### config.mk
export PLATFORM = sky130hd
export DESIGN_NAME = register_stack
export DESIGN_NICKNAME = d
export VERILOG_FILES = /design/src/rtl/register_stack.sv
export SDC_FILE = /design/constraint.sdc
export NUM_CORES = 1
export LEC_CHECK = 0
export ABC_AREA = 1
export CAP_MARGIN = 20
export CORE_ASPECT_RATIO = 0.7
export CORE_MARGIN = 2
export CORE_UTILIZATION = 35
export CTS_BUF_LIST = sky130_fd_sc_hd__clkbuf_8
export CTS_CLUSTER_SIZE = 25
export DETAILED_ROUTE_END_ITERATION = 12
export SYNTH_ARGS = -nofsm -noshare
export SYNTH_HDL_FRONTEND = slang
export SYNTH_SLANG_ARGS = --single-unit
### constraint.sdc
create_clock -name in_clk -period 4 [get_ports in_clk]
set_clock_uncertainty 0.1 [all_clocks]
set_input_delay 0.8 -clock in_clk [delete_from_list [all_inputs] [get_ports in_clk]]
set_output_delay 0.8 -clock in_clk [all_outputs]
set_load 0.05 [all_outputs]
### src/rtl/register_stack.sv
// LIFO register stack for the stack-CPU datapath.
// TOS/NOS views are decoded from registered state with zero read latency.
module register_stack #(
    parameter int WIDTH = 16,
    parameter int DEPTH = 16,
    localparam int CNT_W = $clog2(DEPTH + 1)
) (
    input  logic             in_clk,
    input  logic             in_reset_n,
    input  logic             in_push,
    input  logic             in_pop,
    input  logic [WIDTH-1:0] in_push_value,
    input  logic             in_flush,
    input  logic             in_clear_err,
    output logic [WIDTH-1:0] ot_top,
    output logic [WIDTH-1:0] ot_next,
    output logic [CNT_W-1:0] ot_count,
    output logic             ot_empty,
    output logic             ot_full,
    output logic             ot_overflow,
    output logic             ot_underflow
);

    logic [WIDTH-1:0] mem [DEPTH];
    logic [CNT_W-1:0] cnt;
    logic [CNT_W-1:0] cnt_nxt;
    logic [CNT_W-1:0] wr_idx;
    logic             wr_en;
    logic             ovf_q;
    logic             unf_q;
    logic             ovf_set;
    logic             unf_set;
    logic             is_empty;
    logic             is_full;

    assign is_empty = (cnt == '0);
    assign is_full  = (cnt == CNT_W'(DEPTH));

    always_comb begin
        cnt_nxt = cnt;
        wr_en   = 1'b0;
        wr_idx  = '0;
        ovf_set = 1'b0;
        unf_set = 1'b0;
        if (in_flush) begin
            cnt_nxt = '0;
        end else begin
            unique case ({in_push, in_pop})
                2'b10: begin
                    if (!is_full) begin
                        wr_en   = 1'b1;
                        wr_idx  = cnt;
                        cnt_nxt = cnt + CNT_W'(1);
                    end else begin
                        ovf_set = 1'b1;
                    end
                end
                2'b01: begin
                    if (!is_empty) begin
                        cnt_nxt = cnt - CNT_W'(1);
                    end else begin
                        unf_set = 1'b1;
                    end
                end
                2'b11: begin
                    wr_en = 1'b1;
                    if (!is_empty) begin
                        wr_idx = cnt - CNT_W'(1);
                    end else begin
                        // illegal pop still flagged; the push lands in entry 0
                        unf_set = 1'b1;
                        wr_idx  = '0;
                        cnt_nxt = CNT_W'(1);
                    end
                end
                default: ;
            endcase
        end
    end

    always_ff @(posedge in_clk or negedge in_reset_n) begin
        if (!in_reset_n) begin
            cnt   <= '0;
            ovf_q <= 1'b0;
            unf_q <= 1'b0;
            for (int i = 0; i < DEPTH; i++) begin
                mem[i] <= '0;
            end
        end else begin
            cnt   <= cnt_nxt;
            ovf_q <= ovf_set | (ovf_q & ~in_clear_err);
            unf_q <= unf_set | (unf_q & ~in_clear_err);
            for (int i = 0; i < DEPTH; i++) begin
                if (wr_en && (wr_idx == CNT_W'(i))) begin
                    mem[i] <= in_push_value;
                end
            end
        end
    end

    // entries above count are stale after pop/flush, so mask by count
    always_comb begin
        ot_top  = '0;
        ot_next = '0;
        for (int i = 0; i < DEPTH; i++) begin
            if (cnt == CNT_W'(i + 1)) begin
                ot_top = mem[i];
            end
        end
        for (int i = 0; i < DEPTH - 1; i++) begin
            if (cnt == CNT_W'(i + 2)) begin
                ot_next = mem[i];
            end
        end
    end

    assign ot_count     = cnt;
    assign ot_empty     = is_empty;
    assign ot_full      = is_full;
    assign ot_overflow  = ovf_q;
    assign ot_underflow = unf_q;

endmodule

Word level (Yosys, flattened, before mapping)
Cells that the tools add are included.

word-level totals
  logic and storage cells = 133
  register bits after elaboration = 263
  output and inout port bits = 41
  input port bits = 22

cells by class
  reduce and logical (&&, ||, !) cells = 21
  multiplexer cells = 49
  bitwise operators = 5
  eq/ne operators = 37
  $add $sub $neg = 2

operators with widths
  operator                                                             count
  16-bit 2-to-1 mux                                                    31
  5-bit by 4-bit == test with 1-bit output (second input constant)     16
  5-bit by 3-bit == test with 1-bit output (second input constant)     8
  5-bit 2-to-1 mux                                                     7
  5-bit by 2-bit == test with 1-bit output (second input constant)     4
  1-bit logical AND                                                    16
  5-bit case mux with 3 select lines                                   1
  5-bit by 1-bit == test with 1-bit output (second input constant)     2
  5-bit logical NOT                                                    2
  5-bit case mux with 2 select lines                                   1
  3-bit != test (second input constant)                                3
  1-bit 2-to-1 mux                                                     8
  5-bit by 1-bit adder with 5-bit output (second input constant)       1
  5-bit == test (second input constant)                                1
  5-bit by 1-bit subtractor with 5-bit output (second input constant)  1
  2-bit == test (second input constant)                                2
  4-bit AND reduction                                                  1
  4-bit nonzero test                                                   1
  1-bit bitwise AND                                                    2
  2-bit by 1-bit == test with 1-bit output (second input constant)     1
  1-bit OR                                                             2
  1-bit case mux with 2 select lines                                   1
  2-bit OR reduction                                                   1
  1-bit NOT                                                            1

Logic depth before layout (Yosys ltp)
  depth in word-level cells = 17
  depth in mapped cells = 24
  mapped depth without buffers = 24

Worst setup path after synthesis
OpenSTA, ideal clock, no wires.

  path kind = register to output
  start = register cnt[0], in the netlist ot_count[0]
  end = output ot_next[11]
  stages on the path, launching flop included = 20
  path slack = 0.210 ns
  path buffers = 1
  arrival time = 2.890 ns
  required time = 3.100 ns
  cell sequence = dfrtp_1 > inv_1 > ha_1 > inv_1 > nor2_1 > nand2_1 > clkbuf_1 > nor2_1 > o21ai_0 > nand3_1 > nand2_1 > nand4_1 > nand3_1 > nand3_1 > nand2_1 > nand3_1 > nand2_1 > nand2_1 > nand2_1 > nand2_1

between the ends
  word-level cells in the longest chain between the ends = 16
  elaborated cells between the ends (all ways) = 30

RTL lines
  element                                   line  source
  start, declared                           25    logic [CNT_W-1:0] cnt;
  start signal, assigned                    90    cnt <= cnt_nxt;
  5-bit by 2-bit == test with 1-bit output  111   if (cnt == CNT_W'(i + 2)) begin
  16-bit 2-to-1 mux (14 in series)          111
  16-bit 2-to-1 mux *                       111
  end, declared                             16    output logic [WIDTH-1:0] ot_next,

Mark *: on every way between the ends. The rest lies on a longest branch, timed or not.

Final worst setup path
  start = register cnt[0], in the netlist ot_count[0]
  end = output ot_top[12]

between the ends
  word-level cells in the longest chain between the ends = 17
  elaborated cells between the ends (all ways) = 32

RTL lines
  element                                   line  source
  5-bit by 1-bit == test with 1-bit output  106   if (cnt == CNT_W'(i + 1)) begin
  16-bit 2-to-1 mux (15 in series)          106
  16-bit 2-to-1 mux *                       106
  end, declared                             15    output logic [WIDTH-1:0] ot_top,

Marks and branches as above.

==> results by group <==
Run
  • Max Cap Violations: 0

Floorplan
  • Top Ports: 63
  • Initial core utilization: 0.355
  • Die X: 256 um
  • Die Footprint: 0.0461 sq mm
  • Die Y-Extent: 180 um
  • FP Rows: 64
  • Core footprint: about 0.044 sq mm

Worst setup path
  • Worst setup SP type: flip-flop
  • CP arrival: 3150 ps
  • Crit path max fanout: 4
  • Worst r2r dst: mem[49]$_DFFE_PN0P_
  • R2r worst-path depth: 19
  • Setup slack, reg-to-reg: approximately 850 ps
  • WS Path Type: reg2out
  • Worst R2R Start: ot_count[0]$_DFFE_PN0P_
  • Worst setup EP type: output port
  • Req. time, crit path: 3100 ps

Detailed routing
  • DRT Pass-1 Iters: 5
  • Starting DRT DRC Count: 1335
  • Final WL: about 52000 um
  • Routed via count: 15200
  • Post-route ant nets: 0
  • Via density per instance: ~5.1
  • Post-route DRC: 0
  • Post-DR wirelength/cell: 17.2 um

Global routing
  • First-pass GRT wire length: roughly 82000 um
  • Gr usage total: 0.224
  • Gr ovfl total: 0
  • Vias in the first global route: 14600
  • Largest net degree at the start of global routing: between 90 and 100
  • Initial antenna violation count: 1

Yosys
  • Synth Instances: 2301
  • Synthesized cell area: ~0.016 sq mm
  • Post-synthesis sequential area ratio: 0.424
  • Avg Inst Size Synth: slightly below 7 sq um
  • Yosys cell types: just over 40
  • Warnings from Yosys: 0
  • Synth Register Bits: 263
  • Syn nets: 2329

Status
  • Status: finished with violations
  • Violated checks: setup timing

STA
  • Hold Violations, Final: 0
  • RSZ-0062 raised after global routing: true
  • Tmin final: 4050 ps
  • Fin Setup TNS: -154 ps
  • Tcrit/Tclk final: 1.01
  • Final worst slack: -53.2 ps
  • Max Clock Freq: 0.247 GHz
  • Max Transition Viols Final: 0
  • Final setup vio count: 6
  • Worst Max-Slew Pin Slew: between 800 and 900 ps
  • Slew HR: 0.464

Clock tree
  • CTS buffer count: 45
  • Longest Clk Path Bufs: 3
  • CTS Root Cell: clkbuf_8
  • CTS H-tree lvls: 2
  • Worst skew pair latency: 580 ps
  • Hold-fix buffers, CTS: 0
  • Clock Sinks: 263
  • Clock slew at reported path FFs: around 60 ps
  • TritonCTS clock tree: yes

Power and ir drop
  • Cell Int Power: a little under 7 mW
  • Sequential Power Share: 0.295
  • Lkg Pwr: roughly 9.3 nW
  • Clk network pwr share: 0.206
  • NetSw: ~5.5 mW
  • Comb power frac: 0.499
  • PD cells: 639 mW/mm^2
  • Sw frac: 0.442
  • VDD IR-drop max: a little over 0.5 mV

Final layout
  • Final Util: 0.442
  • Fillers: 4394
  • Final cell area excluding filler cells: a little under 0.02 sq mm
  • Sequential cell area: around 0.0066 sq mm
  • Final net count: approximately 2400
  • Area growth, synth to finish: 24.3%
  • Layout cells sized above 1: 0.179
  • Multi-input logic area: around 0.0079 sq mm

Place
  • Detailed placement HPWL: about 35000 um
  • Placement Cell Area: ~0.017 sq mm
  • Final GP Congestion: 0.855
  • Number of port buffers: between 60 and 70

Min path
  • Tightest Hold Check Type: in2async
-- cell usage in the layout (no fill, tap or decap), types with 4 or more instances in the layout --
cell,synthesis,final
nand4_1,13,13
a21oi_1,37,37
dfrtp_1,263,260
ha_4,0,4
buf_8,0,19
nor2_4,7,19
clkinvlp_4,0,5
a22oi_2,0,4
buf_12,0,25
nand2_2,6,64
o21bai_1,4,4
buf_4,7,66
o21ai_2,1,12
nand2_4,3,26
inv_4,4,5
nand3_1,108,69
nand3b_1,8,8
clkdlybuf4s50_1,0,29
inv_1,314,325
nand3_2,1,40
buf_6,1,23
o21ai_0,327,299
o211ai_1,16,16
o21ai_1,87,104
clkbuf_8,0,57
nor2_2,12,14
or2_2,13,13
inv_2,9,13
nand2_8,0,6
nand2_1,828,743
nor2_1,74,60
-- what timing repair did --
| action | 4_1_cts | 5_1_grt |
|---|---|---|
| pin swaps | 62 | 127 |
| cloned | 5 | 2 |
| endpoints found under the setup margin | 32 | 32 |
| gates resized for setup | 179 | 142 |
| buffers inserted | 20 | 14 |
-- synthesized netlist by cell type, drive strengths merged --
cell	number	area, sq um
a31oi	3	18.8
dfrtp	263	6580
nand4	13	81.3
ha	6	75.1
buf	66	345
nand2	837	3180
inv	327	1240
o21ai	415	2080
clkbuf	70	264
a22oi	4	30.0
o32ai	3	33.8
o211ai	16	120
nand3b	8	60.1
o31ai	1	7.51
nand3	109	551
o22ai	2	18.8
o21bai	5	41.3
xor2	3	26.3
or2	13	81.3
o2111ai	1	8.76
clkinv	2	7.51
nor2	94	452
a21oi	37	185
nor3	3	48.8
-- per-layer routing --
layer	part of all wire	track usage	vias to the layer above
met5	0	0	-
met4	0.018	0.0550	0
met3	0.087	0.0512	69
met2	0.43	0.335	574
met1	0.47	0.326	7241
li1	-	-	7353
-- worst max-delay path by stage --
stage	from	to	cells after the start
4_1_cts	ot_count[0]$_DFFE_PN0P_	ot_next[14]	22
2_1_floorplan	ot_count[0]$_DFFE_PN0P_	ot_next[11]	19
5_1_grt	ot_count[0]$_DFFE_PN0P_	ot_top[12]	24
6_report	ot_count[0]$_DFFE_PN0P_	ot_top[12]	25
3_5_place_dp	ot_count[0]$_DFFE_PN0P_	ot_top[1]	24
3_3_place_gp	ot_count[0]$_DFFE_PN0P_	ot_next[3]	22
-- kinds of logic (layout without fill, tap and decap cells) --
| group | count (synthesis) | after routing | synth area share |
|---|---|---|---|
| simple gates | 1077 | 1079 | 0.287 |
| compound gates | 487 | 487 | 0.164 |
| buf+inv | 465 | 575 | 0.119 |
| flops | 263 | 263 | 0.424 |
| fa+ha+maj | 6 | 6 | 0.00483 |
| xor+xnor | 3 | 3 | 0.00169 |
| other cells | 0 | 1 | 0 |
-- flip-flops by register name, summed over array words and instances, names as in the netlist --
signal and cells:
ot_overflow 1, mem 256, ot_underflow 1, ot_count 5
-- per-stage QoR --
stage	setup slack [ps]	instances	hold slack (ps)	total power, mW
finish	-53.2	3008	128	12.3
global route	-274	3008	176	13.1
CTS	-90.7	2995	154	11.9
detailed placement	166	2887	373	8.58
global placement	159	2887	365	8.52
floorplan	210	2301	353	6.68
-- layout make-up --
type | instances | area share
antenna | 1 | 0.000130
clock buffer | 57 | 0.0406
clock inverter | 26 | 0.00700
inverter | 329 | 0.0654
multi-input combinational | 1575 | 0.411
sequential | 263 | 0.341
tap | 594 | 0.0385
timing repair buffer | 163 | 0.0962
-- power by group through the flow --
| stage | Sequential (mW) | Combinational (mW) | Clock, mW |
|---|---|---|---|
| 3_5_place_dp | 3.64 | 4.94 | 0 |
| 6_report | 3.64 | 6.16 | 2.54 |
| 3_3_place_gp | 3.62 | 4.89 | 0 |
| 5_1_grt | 3.71 | 6.65 | 2.72 |
| 2_1_floorplan | 3.60 | 3.08 | 0 |
| 4_1_cts | 3.61 | 5.73 | 2.59 |
-- critical path, stage by stage, from the launching register on --
cell and delay, ps:
dfrtp_1 380, buf_6 130, ha_4 130, inv_2 40, nor2_4 100, nand2_2 70, nor2_4 130, buf_6 150
buf_12 120, nand2_2 50, nand3_2 60, o21ai_2 50, nand3_1 80, nand2_1 70, nand2_2 70, nand2_2 60
nand3_2 60, nand3_2 80, nand3_2 90, nand2_1 50, nand2_1 70, nand2_2 100, nand2_2 90, nand2_2 70
nand2_4 100, buf_8 150
(Power assumes the default switching activity.)
